## config.mk

```make
export PLATFORM = sky130hd
export DESIGN_NAME = gfx_readback_dma
export DESIGN_NICKNAME = d
export VERILOG_FILES = /design/src/rtl/gfx_readback_dma.sv
export SDC_FILE = /design/constraint.sdc
export NUM_CORES = 1
export LEC_CHECK = 0
export CAP_MARGIN = 20
export CORE_MARGIN = 2
export CORE_UTILIZATION = 45
export CTS_BUF_LIST = sky130_fd_sc_hd__clkbuf_8
export CTS_CLUSTER_SIZE = 20
export DETAILED_ROUTE_END_ITERATION = 6
export PLACE_DENSITY = 0.68
export RECOVER_POWER = 25
export SLEW_MARGIN = 20
export SYNTH_ARGS = -nofsm -noshare
export SYNTH_HDL_FRONTEND = slang
export SYNTH_SLANG_ARGS = --single-unit
export TNS_END_PERCENT = 20
```

## constraint.sdc

```tcl
create_clock -name i_clk -period 5.1 [get_ports i_clk]
set_input_delay 1.53 -clock i_clk [delete_from_list [all_inputs] [get_ports i_clk]]
set_output_delay 1.53 -clock i_clk [all_outputs]
set_load 0.05 [all_outputs]
```

## src/rtl/gfx_readback_dma.sv

```systemverilog
// Readback DMA: copies a VRAM rectangle into an 8 KB CPU RAM page.
// Each VRAM pixel read in cycle N becomes a one-cycle CPU RAM write strobe in cycle N+1.
module gfx_readback_dma #(
    parameter logic CLR_ON_DONE = 1'b0
) (
    input  logic        i_clk,
    input  logic        i_rst_b,
    input  logic        i_cpu_ce_b,
    input  logic        i_cpu_we_b,
    input  logic [2:0]  i_cpu_addr,
    input  logic [7:0]  i_cpu_data,
    input  logic        i_free_vbus_b,
    output logic [15:0] o_vram_addr,
    output logic        o_vram_re_b,
    input  logic [7:0]  i_vram_data,
    output logic [12:0] o_ram_addr,
    output logic [1:0]  o_ram_page,
    output logic [7:0]  o_ram_data,
    output logic        o_ram_we_b,
    output logic        o_bus_oe,
    output logic        o_active,
    output logic        o_done,
    output logic [1:0]  o_dbg_state
);

    typedef enum logic [1:0] {
        ST_IDLE   = 2'd0,
        ST_SETTLE = 2'd1,
        ST_RUN    = 2'd2,
        ST_FLUSH  = 2'd3
    } state_t;

    state_t      state_q, state_d;
    logic [7:0]  src_x_q, src_x_d;
    logic [7:0]  src_y_q, src_y_d;
    logic [7:0]  dst_col_q, dst_col_d;
    logic [4:0]  dst_row_q, dst_row_d;
    logic [1:0]  dst_page_q, dst_page_d;
    logic [7:0]  width_q, width_d;
    logic [4:0]  height_q, height_d;
    logic [7:0]  key_q, key_d;
    logic        skip_en_q, skip_en_d;
    logic [7:0]  x_cnt_q, x_cnt_d;
    logic [4:0]  y_cnt_q, y_cnt_d;
    logic [7:0]  data_hold_q, data_hold_d;
    logic [12:0] addr_hold_q, addr_hold_d;
    logic [1:0]  page_hold_q, page_hold_d;
    logic        wr_pend_q, wr_pend_d;
    logic        done_q, done_d;

    logic        cpu_wr;
    logic [7:0]  vram_x, vram_y, ram_col;
    logic [4:0]  ram_row;

    // Bus handshake: i_free_vbus_b low grants the VRAM bus for this cycle only; a read
    // issued then returns data by the next rising edge. RAM writes are posted, no back-pressure.
    assign cpu_wr  = !i_cpu_ce_b && !i_cpu_we_b && (state_q == ST_IDLE);
    assign vram_x  = src_x_q + x_cnt_q;
    assign vram_y  = src_y_q + y_cnt_q;
    assign ram_col = dst_col_q + x_cnt_q;
    assign ram_row = dst_row_q + y_cnt_q;

    always_comb begin
        state_d     = state_q;
        src_x_d     = src_x_q;
        src_y_d     = src_y_q;
        dst_col_d   = dst_col_q;
        dst_row_d   = dst_row_q;
        dst_page_d  = dst_page_q;
        width_d     = width_q;
        height_d    = height_q;
        key_d       = key_q;
        skip_en_d   = skip_en_q;
        x_cnt_d     = x_cnt_q;
        y_cnt_d     = y_cnt_q;
        data_hold_d = data_hold_q;
        addr_hold_d = addr_hold_q;
        page_hold_d = page_hold_q;
        wr_pend_d   = 1'b0;
        done_d      = 1'b0;

        case (state_q)
            ST_IDLE: begin
                if (cpu_wr) begin
                    case (i_cpu_addr)
                        3'd0: src_x_d   = i_cpu_data;
                        3'd1: src_y_d   = i_cpu_data;
                        3'd2: dst_col_d = i_cpu_data;
                        3'd3: begin
                            dst_row_d  = i_cpu_data[4:0];
                            dst_page_d = i_cpu_data[6:5];
                        end
                        3'd4: width_d   = i_cpu_data;
                        3'd5: height_d  = i_cpu_data[4:0];
                        3'd6: key_d     = i_cpu_data;
                        default: begin
                            skip_en_d = i_cpu_data[0];
                            x_cnt_d   = 8'd0;
                            y_cnt_d   = 5'd0;
                            state_d   = ST_SETTLE;
                        end
                    endcase
                end
            end
            ST_SETTLE: state_d = ST_RUN;
            ST_RUN: begin
                // A busy bus cycle is a pure stall: counters and holds keep their values.
                if (!i_free_vbus_b) begin
                    data_hold_d = i_vram_data;
                    addr_hold_d = {ram_row, ram_col};
                    page_hold_d = dst_page_q;
                    wr_pend_d   = !(skip_en_q && (i_vram_data == key_q));
                    if (x_cnt_q == width_q) begin
                        x_cnt_d = 8'd0;
                        if (y_cnt_q == height_q) begin
                            state_d = ST_FLUSH;
                        end else begin
                            y_cnt_d = y_cnt_q + 5'd1;
                        end
                    end else begin
                        x_cnt_d = x_cnt_q + 8'd1;
                    end
                end
            end
            default: begin
                state_d = ST_IDLE;
                done_d  = 1'b1;
                if (CLR_ON_DONE) begin
                    width_d  = 8'd0;
                    height_d = 5'd0;
                end
            end
        endcase
    end

    always_ff @(posedge i_clk or negedge i_rst_b) begin
        if (!i_rst_b) begin
            state_q     <= ST_IDLE;
            src_x_q     <= 8'd0;
            src_y_q     <= 8'd0;
            dst_col_q   <= 8'd0;
            dst_row_q   <= 5'd0;
            dst_page_q  <= 2'd0;
            width_q     <= 8'd0;
            height_q    <= 5'd0;
            key_q       <= 8'd0;
            skip_en_q   <= 1'b0;
            x_cnt_q     <= 8'd0;
            y_cnt_q     <= 5'd0;
            data_hold_q <= 8'd0;
            addr_hold_q <= 13'd0;
            page_hold_q <= 2'd0;
            wr_pend_q   <= 1'b0;
            done_q      <= 1'b0;
        end else begin
            state_q     <= state_d;
            src_x_q     <= src_x_d;
            src_y_q     <= src_y_d;
            dst_col_q   <= dst_col_d;
            dst_row_q   <= dst_row_d;
            dst_page_q  <= dst_page_d;
            width_q     <= width_d;
            height_q    <= height_d;
            key_q       <= key_d;
            skip_en_q   <= skip_en_d;
            x_cnt_q     <= x_cnt_d;
            y_cnt_q     <= y_cnt_d;
            data_hold_q <= data_hold_d;
            addr_hold_q <= addr_hold_d;
            page_hold_q <= page_hold_d;
            wr_pend_q   <= wr_pend_d;
            done_q      <= done_d;
        end
    end

    assign o_vram_re_b = (state_q == ST_RUN) ? i_free_vbus_b : 1'b1;
    assign o_vram_addr = (state_q == ST_RUN) ? {vram_y, vram_x} : 16'd0;
    assign o_ram_addr  = addr_hold_q;
    assign o_ram_page  = page_hold_q;
    assign o_ram_data  = data_hold_q;
    assign o_ram_we_b  = ~wr_pend_q;
    assign o_bus_oe    = (state_q != ST_IDLE);
    assign o_active    = (state_q != ST_IDLE);
    assign o_done      = done_q;
    assign o_dbg_state = state_q;

endmodule
```

==> results of run 1 <==
## worst max-delay path: stages (launching register included)
cell and delay (ps):
sky130_fd_sc_hd__dfrtp_1 500, sky130_fd_sc_hd__ha_1 270, sky130_fd_sc_hd__fa_1 400, sky130_fd_sc_hd__a21o_1 190
sky130_fd_sc_hd__a21oi_1 160, sky130_fd_sc_hd__nor2b_1 80, sky130_fd_sc_hd__o21ai_0 190, sky130_fd_sc_hd__xor2_1 90
sky130_fd_sc_hd__nor2_1 90, sky130_fd_sc_hd__clkdlybuf4s50_1 820
## worst min-delay path by stage
| stage | start | end | slack, ps | depth (start not counted) |
|---|---|---|---|---|
| 6_report | skip_en_q | wr_pend_q | 470 | 1 |
| 5_1_grt | skip_en_q | wr_pend_q | 500 | 1 |
| 4_1_cts | skip_en_q | wr_pend_q | 470 | 1 |
| 3_5_place_dp | skip_en_q | wr_pend_q | 460 | 1 |
| 3_3_place_gp | skip_en_q | wr_pend_q | 450 | 1 |
| 2_1_floorplan | skip_en_q | wr_pend_q | 430 | 1 |
## layer usage
| layer | vias up | share of wire, % | global-route usage, % |
|---|---|---|---|
| li1 | 1690 | - | - |
| met1 | 1764 | 46 | 26.6 |
| met2 | 79 | 48 | 32.8 |
| met3 | 11 | 4.5 | 2.75 |
| met4 | 0 | 1.2 | 6.41 |
| met5 | - | 0 | 0 |
## cell families after synthesis
group / Yosys count / synth area share, %
adder cells (fa/ha/maj): 33 / 8.95
multiplexers: 64 / 14.6
buffers and inverters: 27 / 2.20
flip-flops: 93 / 47.0
AND/OR/NAND/NOR: 106 / 10.4
AO/OA/AOI/OAI: 76 / 9.66
XOR/XNOR: 41 / 7.25
## placed cells by master, fill, tap and decap left out, types with 3 or more instances in the layout
master                             n
sky130_fd_sc_hd__a21o_1            7
sky130_fd_sc_hd__a21oi_1          14
sky130_fd_sc_hd__a31oi_1           3
sky130_fd_sc_hd__a41o_1            3
sky130_fd_sc_hd__and2_1            6
sky130_fd_sc_hd__and3_1            4
sky130_fd_sc_hd__buf_4             3
sky130_fd_sc_hd__clkbuf_8          9
sky130_fd_sc_hd__clkdlybuf4s50_1  67
sky130_fd_sc_hd__dfrtp_1          93
sky130_fd_sc_hd__fa_1              4
sky130_fd_sc_hd__ha_1             29
sky130_fd_sc_hd__inv_1            16
sky130_fd_sc_hd__inv_6             3
sky130_fd_sc_hd__mux2_2           64
sky130_fd_sc_hd__nand2_1          32
sky130_fd_sc_hd__nand2b_1          3
sky130_fd_sc_hd__nand3_1          10
sky130_fd_sc_hd__nand4_1           4
sky130_fd_sc_hd__nor2_1           24
sky130_fd_sc_hd__nor2b_1           7
sky130_fd_sc_hd__nor3_1            7
sky130_fd_sc_hd__nor4_1            4
sky130_fd_sc_hd__o21a_1            3
sky130_fd_sc_hd__o21ai_0          27
sky130_fd_sc_hd__o21bai_1          3
sky130_fd_sc_hd__o31ai_1           4
sky130_fd_sc_hd__xnor2_1          25
sky130_fd_sc_hd__xor2_1           16
## flip-flops by register name (all words and copies together) (netlist names)
signal       count
o_ram_addr      13
dst_col_q        8
key_q            8
o_ram_data       8
src_x_q          8
src_y_q          8
width_q          8
x_cnt_q          8
dst_row_q        5
height_q         5
y_cnt_q          5
dst_page_q       2
o_dbg_state      2
o_ram_page       2
o_done           1
skip_en_q        1
wr_pend_q        1
## power by group
group	internal [mW]	switching, mW	leakage [nW]
Combinational	0.703	0.971	1.37
Clock	0.280	0.271	0.114
Sequential	1.03	0.213	1.18
## cell type report
class	count	area (sq um)	area share, %
Clock inverter	7	96.3	1.60
Inverter	16	60.1	0.999
Multi-Input combinational cell	320	2510	41.8
Clock buffer	9	124	2.06
Timing Repair Buffer	72	718	11.9
Sequential cell	93	2330	38.7
Tap cell	140	175	2.91
==> results.env, run 1 <==
PLACEMENT.IO_BUFFERS=69
STD_CELL_ROWS=38
CRIT_PATH_START_KIND='flip-flop'
GPL_WTD_CONG=0.864
MAX_FREQ_GHz=0.213
FINALWIRELENGTH_UM=10900
POST_DRT_VIA_CELL_RATIO=5.39
SYNTHESIS.NETS=497
R2R_SLACK_PS=2600
FAILED_CHECKS='capacitance limit, slew limit'
R2R_START='o_dbg_state[1]'
INITIAL_ANTENNA_VIOLATION_COUNT=0
CRITPATHCAPTURETYPE='primary output'
TOTAL_POWER_mW=3.47
CRITICAL_PATH.MAX_FANOUT=8
CORE-AREA_SQ_UM=10800
CRITPATHARRIVALTIME_PS=3150
GRT_START_MAX_NET_PINS=68
DRT_FIRST_ITER_VIOLATIONS=162
INITIAL_UTILIZATION_PCT=45.9
DIE_Y_UM=109
RSZ_0062_RAISED_AFTER_GLOBAL_ROUTING='false'
DRIVE_GT1_SHARE_PCT=17.0
CP_DATA_REQUIRED_TIME_PS=3570
HALF_PERIMETER_WIRE_LENGTH_OF_THE_DETAILED_PLACEMENT_RESULT_UM=7970
SYN-INSTANCE-COUNT=440
ANTENNA_LEFT=0
LEAKAGE_nW=2.66
IOPINCOUNT=70
REPORT.FINAL.HOLD_VIOL_COUNT=0
SYNTH_EDF_COUNT=0
CLOCK-SINKS=93
CRITICALPATHCATEGORY='reg2out'
TRITONCTS='done'
CTS_POST_SETUP_BUFFERS_INSERTED=0
DRV.MAX_CAP_VIOLATION_COUNT=1
FIN_WORST_SKEW_PS=12.1
CTS.PATH.MAX_BUFFERS=2
GRT_UTIL_ALL_LAYERS_PCT=19.7
PERIOD_MINUS_SLACK_PS=4680
SYNTHDOMINANTAREACELLTYPE='sky130_fd_sc_hd__dfrtp_1'
COUNT_OF_NON_FILLER_CELLS_IN_THE_FINISHED_LAYOUT=657
SETUP-VIOLATIONS-FINAL=0
POST_CTS_RESIZE_COUNT=0
SLEW_HEADROOM_PCT=-12.4
HOLD_BUFFERS=0
FINAL_NET_COUNT=569
SYNTHMOSTINSTANTIATEDCELL='sky130_fd_sc_hd__dfrtp_1'
SYNTH_SEQUENTIAL_AREA_RATIO_PCT=47.0
POWER.IR.VDD_WORST_mV=0.307
CTS_ROOT_BUF='sky130_fd_sc_hd__clkbuf_8'
WL_PER_CELL_UM=16.6
SYNTHFLOPTYPE='sky130_fd_sc_hd__dfrtp_1'
FIN_WS_PS=415
POWER_DENSITY_nW_PER_UM2=577
POST-ROUTE-CELL-AREA_SQ_UM=6010
DIEAREA_SQ_UM=11900
SYNTHESIS.AREA_PER_INSTANCE_SQ_UM=11.2
CLK_TRANSITION_REPORTED_PATHS_PS=100
DETAILEDROUTE.FIRSTPASSITERATIONCOUNT=4
RUN_STATUS='complete, but fails checks'
FINAL_CORE_UTIL_PCT=55.7
FLOW.AREA_GROWTH_FROM_SYNTHESIS_PCT=21.5
DETAILED_PLACE.AREA_SQ_UM=5800
YS_TOP_CELLS_BY_AREA='sky130_fd_sc_hd__dfrtp_1, sky130_fd_sc_hd__mux2_2, sky130_fd_sc_hd__ha_1, sky130_fd_sc_hd__xnor2_1, sky130_fd_sc_hd__xor2_1'
POST_SYNTH_CELL_TYPES=42
MIN_PATH_TYPE='reg2reg'
PERIOD_SHARE_PCT=91.9
ASYNCSETRESETFLOPFRACSYNTH_PCT=100
POST_SYNTH_INSTANCE_AREA_SQ_UM=4950
DPL_WORST_SLACK_PS=829
CLKLATENCYLATEPIN_PS=360
FILLERS=951
DP.CELLS=641
HTREE_NUM_LEVELS=3
WORSTMARGINPINSLEW_PS=1690
ANTENNA_CELLS=0
VIAS=3544
TIGHTEST_HOLD_MARGIN_PS=468
SYNTH_TOP_CELL_AREA_SHARE_PCT=47.0
TOTAL_COUNT_OF_MAX_TRANSITION_VIOLATIONS_IN_THE_FINAL_REPORT=68
NUMCTSBUFFERS=9
TNS_PS=0
CP-STARTPOINT='y_cnt_q[0]'
YOSYS-TOP-CELLS-COUNT='sky130_fd_sc_hd__dfrtp_1, sky130_fd_sc_hd__mux2_2, sky130_fd_sc_hd__nand2_1, sky130_fd_sc_hd__ha_1, sky130_fd_sc_hd__o21ai_0'
YOSYSWARNINGS=0
DETAIL_ROUTE.DRC_VIOLATIONS=0
WORST_R2R_PATH_DEPTH=8
GRT_PASS1_VIAS=3502
TERMINATION_OF_THE_WORST_SETUP_PATH='o_vram_addr[14]'
SYNTH_SEQ_CELLS=93
GRT-OVFL-TOTAL=0
GLOBAL_ROUTE_WIRE_LENGTH_BEFORE_REPAIR_UM=17800
DIE_WIDTH_UM=109
REG2REG_TO='x_cnt_q[5]'
(Power assumes the default switching activity.)
==> run 2, diff against run 1 <==
--- a/config.mk
+++ b/config.mk
@@ -13,6 +13,7 @@
 export DETAILED_ROUTE_END_ITERATION = 6
 export PLACE_DENSITY = 0.68
 export RECOVER_POWER = 25
+export SKIP_CTS_REPAIR_TIMING = 1
 export SLEW_MARGIN = 20
 export SYNTH_ARGS = -nofsm -noshare
 export SYNTH_HDL_FRONTEND = slang
==> results of run 2 <==
The final DEF is identical to that of run 1; final timing and power are the same.
==> run 3, diff against run 2 <==
--- a/config.mk
+++ b/config.mk
@@ -5,12 +5,14 @@
 export SDC_FILE = /design/constraint.sdc
 export NUM_CORES = 1
 export LEC_CHECK = 0
+export ABC_AREA = 1
 export CAP_MARGIN = 20
 export CORE_MARGIN = 2
 export CORE_UTILIZATION = 45
 export CTS_BUF_LIST = sky130_fd_sc_hd__clkbuf_8
-export CTS_CLUSTER_SIZE = 20
+export CTS_CLUSTER_SIZE = 40
 export DETAILED_ROUTE_END_ITERATION = 6
+export GPL_ROUTABILITY_DRIVEN = 0
 export PLACE_DENSITY = 0.68
 export RECOVER_POWER = 25
 export SKIP_CTS_REPAIR_TIMING = 1
==> results.env, run 3 <==
MULTI_INPUT_COMB_AREA_SQ_UM=2400  # -4.4%
SYNTHFLOPTYPE='sky130_fd_sc_hd__dfrtp_1'
DETAILED_PLACE.AREA_SQ_UM=5910  # +2.0%
CP_DATA_REQUIRED_TIME_PS=3570  # about the same
MIN-DELAY-START='o_ram_data[5]'
SYNTH_SEQUENTIAL_AREA_RATIO_PCT=45.5  # -1.5 points
SETUP-VIOLATIONS-FINAL=0  # unchanged
CP-STARTPOINT='y_cnt_q[0]'
GRT_PASS1_VIAS=4187  # +20%
SYNTH_TOP_CELL_AREA_SHARE_PCT=45.5  # -1.5 points
CORE-AREA_SQ_UM=11000  # +1.8%
SYNTH_SEQ_CELLS=93  # unchanged
MAX_FREQ_GHz=0.224  # +4.7%
CLKLATENCYLATEPIN_PS=360  # about the same
POST-ROUTE-CELL-AREA_SQ_UM=6170  # +2.6%
TRITONCTS='done'
SLEW_HEADROOM_PCT=-22.1  # -9.8 points
DETAILEDROUTE.FIRSTPASSITERATIONCOUNT=5  # +1
ANTENNA_CELLS=0  # unchanged
YS_TOP_CELLS_BY_AREA='sky130_fd_sc_hd__dfrtp_1, sky130_fd_sc_hd__nand2_1, sky130_fd_sc_hd__o21ai_0, sky130_fd_sc_hd__ha_1, sky130_fd_sc_hd__inv_1'
LAYOUT_COMMON_CELLS='sky130_fd_sc_hd__nand2_1, sky130_fd_sc_hd__dfrtp_1, sky130_fd_sc_hd__inv_1'
FINALWIRELENGTH_UM=12200  # +11%
SYN-INSTANCE-COUNT=637  # +45%
FIN_WORST_SKEW_PS=9.64  # -2.43 ps
HTREE_NUM_LEVELS=3  # unchanged
POST_DRT_VIA_CELL_RATIO=5.09  # -5.6%
LARGEST_REGISTER_FFS=13  # unchanged
POST_SYNTH_INSTANCE_AREA_SQ_UM=5110  # +3.3%
VIAS=4320  # +22%
DETAIL_ROUTE.DRC_VIOLATIONS=0  # unchanged
REPORT.FINAL.HOLD_VIOL_COUNT=0  # unchanged
SYNTHMOSTINSTANTIATEDCELL='sky130_fd_sc_hd__nand2_1'
DRT_FIRST_ITER_VIOLATIONS=228  # +41%
TNS_PS=0  # unchanged
DRV.MAX_CAP_VIOLATION_COUNT=1  # unchanged
TOTAL_COUNT_OF_MAX_TRANSITION_VIOLATIONS_IN_THE_FINAL_REPORT=76  # +12%
DIE_Y_UM=111  # +1.6%
GRT_START_MAX_NET_PINS=76  # +12%
DP.CELLS=832  # +30%
LEAKAGE_nW=3.10  # +16%
GLOBAL_ROUTE_WIRE_LENGTH_BEFORE_REPAIR_UM=20300  # +14%
FLOW.AREA_GROWTH_FROM_SYNTHESIS_PCT=20.7
PERIOD_MINUS_SLACK_PS=4470  # -211 ps
CRITICALPATHCATEGORY='reg2out'
FIN_WS_PS=627  # +211 ps
CRITPATHCAPTURETYPE='primary output'
POWER.IR.VDD_WORST_mV=0.447  # +46%
COUNT_OF_NON_FILLER_CELLS_IN_THE_FINISHED_LAYOUT=848  # +29%
SYNTHDOMINANTAREACELLTYPE='sky130_fd_sc_hd__dfrtp_1'
PERIOD_SHARE_PCT=87.7  # -4.1 points
WORSTMARGINPINSLEW_PS=1830  # +146 ps
NUMCTSBUFFERS=9  # unchanged
GRT-OVFL-TOTAL=0  # unchanged
FINAL_NET_COUNT=760  # +34%
TOTAL_POWER_mW=3.65  # +5.3%
RSZ_0062_RAISED_AFTER_GLOBAL_ROUTING='false'
CLOCK-SINKS=93  # unchanged
IOPINCOUNT=70  # unchanged
YOSYS-TOP-CELLS-COUNT='sky130_fd_sc_hd__nand2_1, sky130_fd_sc_hd__dfrtp_1, sky130_fd_sc_hd__inv_1, sky130_fd_sc_hd__o21ai_0, sky130_fd_sc_hd__nor2_1'
POST_SYNTH_CELL_TYPES=27  # -36%
RUN_STATUS='complete, but fails checks'
PLACEMENT.IO_BUFFERS=69  # unchanged
SYNTHESIS.AREA_PER_INSTANCE_SQ_UM=8.03  # -29%
SYNTH_EDF_COUNT=0  # unchanged
CTS_ROOT_BUF='sky130_fd_sc_hd__clkbuf_8'
SEQCELLAREA_SQ_UM=2330  # unchanged
DPL_WORST_SLACK_PS=921  # +92.2 ps
MOST_COMMON_CELL_AFTER_LAYOUT_FILL_AND_TAPS_ASIDE='sky130_fd_sc_hd__nand2_1'
ASYNCSETRESETFLOPFRACSYNTH_PCT=100  # unchanged
SYNTHESIS.NETS=694  # +40%
FILLERS=1033  # +8.6%
R2R_START='o_dbg_state[0]'
CRITICAL_PATH.MAX_FANOUT=8  # unchanged
DIEAREA_SQ_UM=12200  # +3.2%
CRIT_PATH_START_KIND='flip-flop'
CTS.PATH.MAX_BUFFERS=2  # unchanged
ANTENNA_LEFT=0  # unchanged
CLK_TRANSITION_REPORTED_PATHS_PS=90  # about the same
STD_CELL_ROWS=38  # unchanged
FAILED_CHECKS='capacitance limit, slew limit'
DRIVE_GT1_SHARE_PCT=3.53  # -13 points
MIN_PATH_TYPE='reg2reg'
YOSYSWARNINGS=0  # unchanged
GRT_UTIL_ALL_LAYERS_PCT=20.2  # +0.49 points
INITIAL_UTILIZATION_PCT=46.5  # +0.69 points
HALF_PERIMETER_WIRE_LENGTH_OF_THE_DETAILED_PLACEMENT_RESULT_UM=8870  # +11%
INITIAL_ANTENNA_VIOLATION_COUNT=0  # unchanged
DIE_WIDTH_UM=111  # +1.6%
WL_PER_CELL_UM=14.4  # -14%
CRITPATHARRIVALTIME_PS=2940  # -210 ps
POWER_DENSITY_nW_PER_UM2=592  # +2.6%
==> run 3: worst paths after layout <==
| kind | end | slack (ps) | cells after the start |
|---|---|---|---|
| max reg2reg | o_ram_addr[2] | 2450 | 9 |
| max in group asynchronous | src_y_q[5] | 2320 | 2 |
| min reg2reg | o_ram_data[5] | 490 | 2 |
| max | o_vram_addr[14] | 630 | 9 |
| min in group asynchronous | o_ram_addr[10] | 1650 | 1 |
| min | o_ram_data[5] | 490 | 2 |
==> run 3: layer usage <==
metal | GRT usage (%) | wire length (um)
met2 | 35.0 | 6100
met3 | 3.24 | 474
met4 | 4.92 | 119
met5 | 0 | 0
met1 | 26.6 | 5480
==> run 3: report_power, final <==
group | total [mW] | switching, mW | internal, mW
Clock | 0.621 | 0.257 | 0.364
Combinational | 1.76 | 1.16 | 0.603
Sequential | 1.27 | 0.227 | 1.05
==> run 3: final cells by class <==
type | count | share of cell area [%]
clock buffer | 12 | 2.68
clock inverter | 4 | 1.52
inverter | 79 | 4.81
multi-input combinational | 449 | 38.9
sequential | 93 | 37.7
tap | 140 | 2.84
timing repair buffer | 71 | 11.5
==> run 3: critical path, cell delays in order, from the launching register on <==
cell and delay, ps:
sky130_fd_sc_hd__dfrtp_1 480, sky130_fd_sc_hd__ha_1 250, sky130_fd_sc_hd__fa_1 410, sky130_fd_sc_hd__nand3_1 100
sky130_fd_sc_hd__nand3_1 100, sky130_fd_sc_hd__nand2_1 70, sky130_fd_sc_hd__a21oi_1 70, sky130_fd_sc_hd__xnor2_1 130
sky130_fd_sc_hd__nor2_1 130, sky130_fd_sc_hd__clkdlybuf4s50_1 830
==> run 3: cell families (layout without fill, tap and decap cells) <==
logic type                 after synthesis  after routing  synth area share (%)
AOI/OAI and AO/OA                      117            117                  11.9
xor gates and xnor gates                18             18                  3.08
adders and majority gates               33             33                  8.66
buffers and inverters                   95            166                  7.49
DFF                                     93             93                  45.5
and+or+nand+nor                        281            281                  23.3
==> run 3: per-stage QoR <==
| stage | util [%] | hold slack, ps |
|---|---|---|
| 2_1_floorplan | - | 450 |
| 3_3_place_gp | 53.9 | 458 |
| 3_5_place_dp | 53.9 | 463 |
| 4_1_cts | 56.2 | 484 |
| 5_1_grt | 56.2 | 512 |
| 6_report | 56.2 | 485 |
==> RTL change, RTL diff (flow settings as in run 1) <==
Register the inputs `i_cpu_ce_b`, `i_cpu_we_b`, `i_cpu_addr`, `i_cpu_data`, `i_free_vbus_b` and `i_vram_data` before use, with the module's reset. The logic sees them one clock later. Comments in the files are not updated.
--- a/src/rtl/gfx_readback_dma.sv
+++ b/src/rtl/gfx_readback_dma.sv
@@ -30,6 +30,31 @@
         ST_FLUSH  = 2'd3
     } state_t;
 
+    logic i_cpu_ce_b_q;
+    logic i_cpu_we_b_q;
+    logic [2:0] i_cpu_addr_q;
+    logic [7:0] i_cpu_data_q;
+    logic i_free_vbus_b_q;
+    logic [7:0] i_vram_data_q;
+
+    always_ff @(posedge i_clk or negedge i_rst_b) begin
+        if (!i_rst_b) begin
+            i_cpu_ce_b_q    <= '0;
+            i_cpu_we_b_q    <= '0;
+            i_cpu_addr_q    <= '0;
+            i_cpu_data_q    <= '0;
+            i_free_vbus_b_q <= '0;
+            i_vram_data_q   <= '0;
+        end else begin
+            i_cpu_ce_b_q    <= i_cpu_ce_b;
+            i_cpu_we_b_q    <= i_cpu_we_b;
+            i_cpu_addr_q    <= i_cpu_addr;
+            i_cpu_data_q    <= i_cpu_data;
+            i_free_vbus_b_q <= i_free_vbus_b;
+            i_vram_data_q   <= i_vram_data;
+        end
+    end
+
     state_t      state_q, state_d;
     logic [7:0]  src_x_q, src_x_d;
     logic [7:0]  src_y_q, src_y_d;
@@ -54,7 +79,7 @@
 
     // Bus handshake: i_free_vbus_b low grants the VRAM bus for this cycle only; a read
     // issued then returns data by the next rising edge. RAM writes are posted, no back-pressure.
-    assign cpu_wr  = !i_cpu_ce_b && !i_cpu_we_b && (state_q == ST_IDLE);
+    assign cpu_wr  = !i_cpu_ce_b_q && !i_cpu_we_b_q && (state_q == ST_IDLE);
     assign vram_x  = src_x_q + x_cnt_q;
     assign vram_y  = src_y_q + y_cnt_q;
     assign ram_col = dst_col_q + x_cnt_q;
@@ -82,19 +107,19 @@
         case (state_q)
             ST_IDLE: begin
                 if (cpu_wr) begin
-                    case (i_cpu_addr)
-                        3'd0: src_x_d   = i_cpu_data;
-                        3'd1: src_y_d   = i_cpu_data;
-                        3'd2: dst_col_d = i_cpu_data;
+                    case (i_cpu_addr_q)
+                        3'd0: src_x_d   = i_cpu_data_q;
+                        3'd1: src_y_d   = i_cpu_data_q;
+                        3'd2: dst_col_d = i_cpu_data_q;
                         3'd3: begin
-                            dst_row_d  = i_cpu_data[4:0];
-                            dst_page_d = i_cpu_data[6:5];
+                            dst_row_d  = i_cpu_data_q[4:0];
+                            dst_page_d = i_cpu_data_q[6:5];
                         end
-                        3'd4: width_d   = i_cpu_data;
-                        3'd5: height_d  = i_cpu_data[4:0];
-                        3'd6: key_d     = i_cpu_data;
+                        3'd4: width_d   = i_cpu_data_q;
+                        3'd5: height_d  = i_cpu_data_q[4:0];
+                        3'd6: key_d     = i_cpu_data_q;
                         default: begin
-                            skip_en_d = i_cpu_data[0];
+                            skip_en_d = i_cpu_data_q[0];
                             x_cnt_d   = 8'd0;
                             y_cnt_d   = 5'd0;
                             state_d   = ST_SETTLE;
@@ -105,11 +130,11 @@
             ST_SETTLE: state_d = ST_RUN;
             ST_RUN: begin
                 // A busy bus cycle is a pure stall: counters and holds keep their values.
-                if (!i_free_vbus_b) begin
-                    data_hold_d = i_vram_data;
+                if (!i_free_vbus_b_q) begin
+                    data_hold_d = i_vram_data_q;
                     addr_hold_d = {ram_row, ram_col};
                     page_hold_d = dst_page_q;
-                    wr_pend_d   = !(skip_en_q && (i_vram_data == key_q));
+                    wr_pend_d   = !(skip_en_q && (i_vram_data_q == key_q));
                     if (x_cnt_q == width_q) begin
                         x_cnt_d = 8'd0;
                         if (y_cnt_q == height_q) begin
@@ -173,7 +198,7 @@
         end
     end
 
-    assign o_vram_re_b = (state_q == ST_RUN) ? i_free_vbus_b : 1'b1;
+    assign o_vram_re_b = (state_q == ST_RUN) ? i_free_vbus_b_q : 1'b1;
     assign o_vram_addr = (state_q == ST_RUN) ? {vram_y, vram_x} : 16'd0;
     assign o_ram_addr  = addr_hold_q;
     assign o_ram_page  = page_hold_q;
Check against the original RTL: not equivalent (a bounded check fails within 4 cycles, from zero or initial values and one cycle with i_rst_b low).
==> RTL change against run 1 <==
The flow still finishes with violations (max-capacitance violations, max-slew violations); total power increased by 30%; routed wire length increased by 16%; setup slack got worse by 0.074 ns; combinational power increased by 29%; utilization increased by 0.29 points; synthesized area increased by 17%; largest power group unchanged; first-iteration DRC count increased by 48%; sequential cell count increased by 22; sequential power increased by 20%; design area increased by 17%; critical path type unchanged; highest routed layer unchanged.
==> RTL change: results (changes against run 1) <==
Run status
  – Status: finished, violations left
  – Failing checks: max-capacitance violations, max-slew violations

Global route
  – GRT Total Usage: 19.31% (-0.40 points)
  – Number of global-route vias before repair: 4,187 (+20%)

CTS
  – Clock Pin Slew Worst Setup and Hold Paths: 0.07 ns (-0.03 ns)
  – H-tree levels: 4 (+1)
  – Clk Latency, worst-skew pair: 0.45 ns (+0.09 ns)
  – Sink Count: 115 (+24%)

Flow run
  – Max Cap Viol: 1 (unchanged)

Yosys
  – Multiplexer share of the synthesized area: 11.02% (-3.5 points)
  – Commonest cells in the netlist: dfrtp_1, nand2_1, mux2_2

Timing
  – Slew Viols, Final: 68 (unchanged)
  – Clk_skew: 0.01165 ns (-0.0004159 ns)

Power and ir drop
  – Switching power: 1.920 mW (+32%)
  – Worst IR Drop VDD: 0.3299 mV (+7.5%)
  – Power Clock: 853 µW (+55%)
  – Logic pwr share: 47.9% (-0.3 points)

Route
  – DRT Wirelength: 12.64 mm (+16%)
  – Vias per cell: 5.302 (-1.7%)
  – Initial DRC Count: 240 (+48%)

Cells and area
  – Buffers, non-clock: 74 (+2.8%)
  – Sequential portion of the cell area: 40.87% (+2.2 points)
  – #MultiIn Comb: 361 (+13%)
  – Non-clk buf share: 10.24% (-1.7 points)

Placed design
  – Placed instance area: 6631 µm² (+14%)
  – Place WS: 0.8037 ns (-0.02520 ns)
  – Cells after DPL: 744 (+16%)
  – Placer Congestion: 0.8497 (-1.6%)

Critical path
  – Crit path DAT: 3.23 ns (+0.08 ns)
==> RTL change: worst paths after layout <==
path                                                 start                        end  slack, ns  cells past startpoint
min in group asynchronous                          i_rst_b     src_x_q[1]$_DFFE_PN0P_       1.53                      1
worst max-delay path                y_cnt_q[0]$_DFFE_PN0P_            o_vram_addr[14]       0.34                      8
worst min-delay path             dst_page_q[1]$_DFFE_PN0P_  o_ram_page[1]$_DFFE_PN0P_       0.48                      2
worst min register to register   dst_page_q[1]$_DFFE_PN0P_  o_ram_page[1]$_DFFE_PN0P_       0.48                      2
max in group asynchronous                          i_rst_b  i_cpu_addr_q[0]$_DFF_PN0_       2.41                      2
worst max register to register  o_dbg_state[0]$_DFFE_PN0P_  o_ram_addr[6]$_DFFE_PN0P_       2.19                      9
==> RTL change: per-layer routing <==
layer  global-route usage, %  up-vias  part of all wire [%]
met5                       0        -                     0
met1                   24.93     2027                    45
li1                        -     1968                     -
met3                   5.107       23                   4.3
met2                   31.65       91                    49
met4                   6.551        0                   1.7
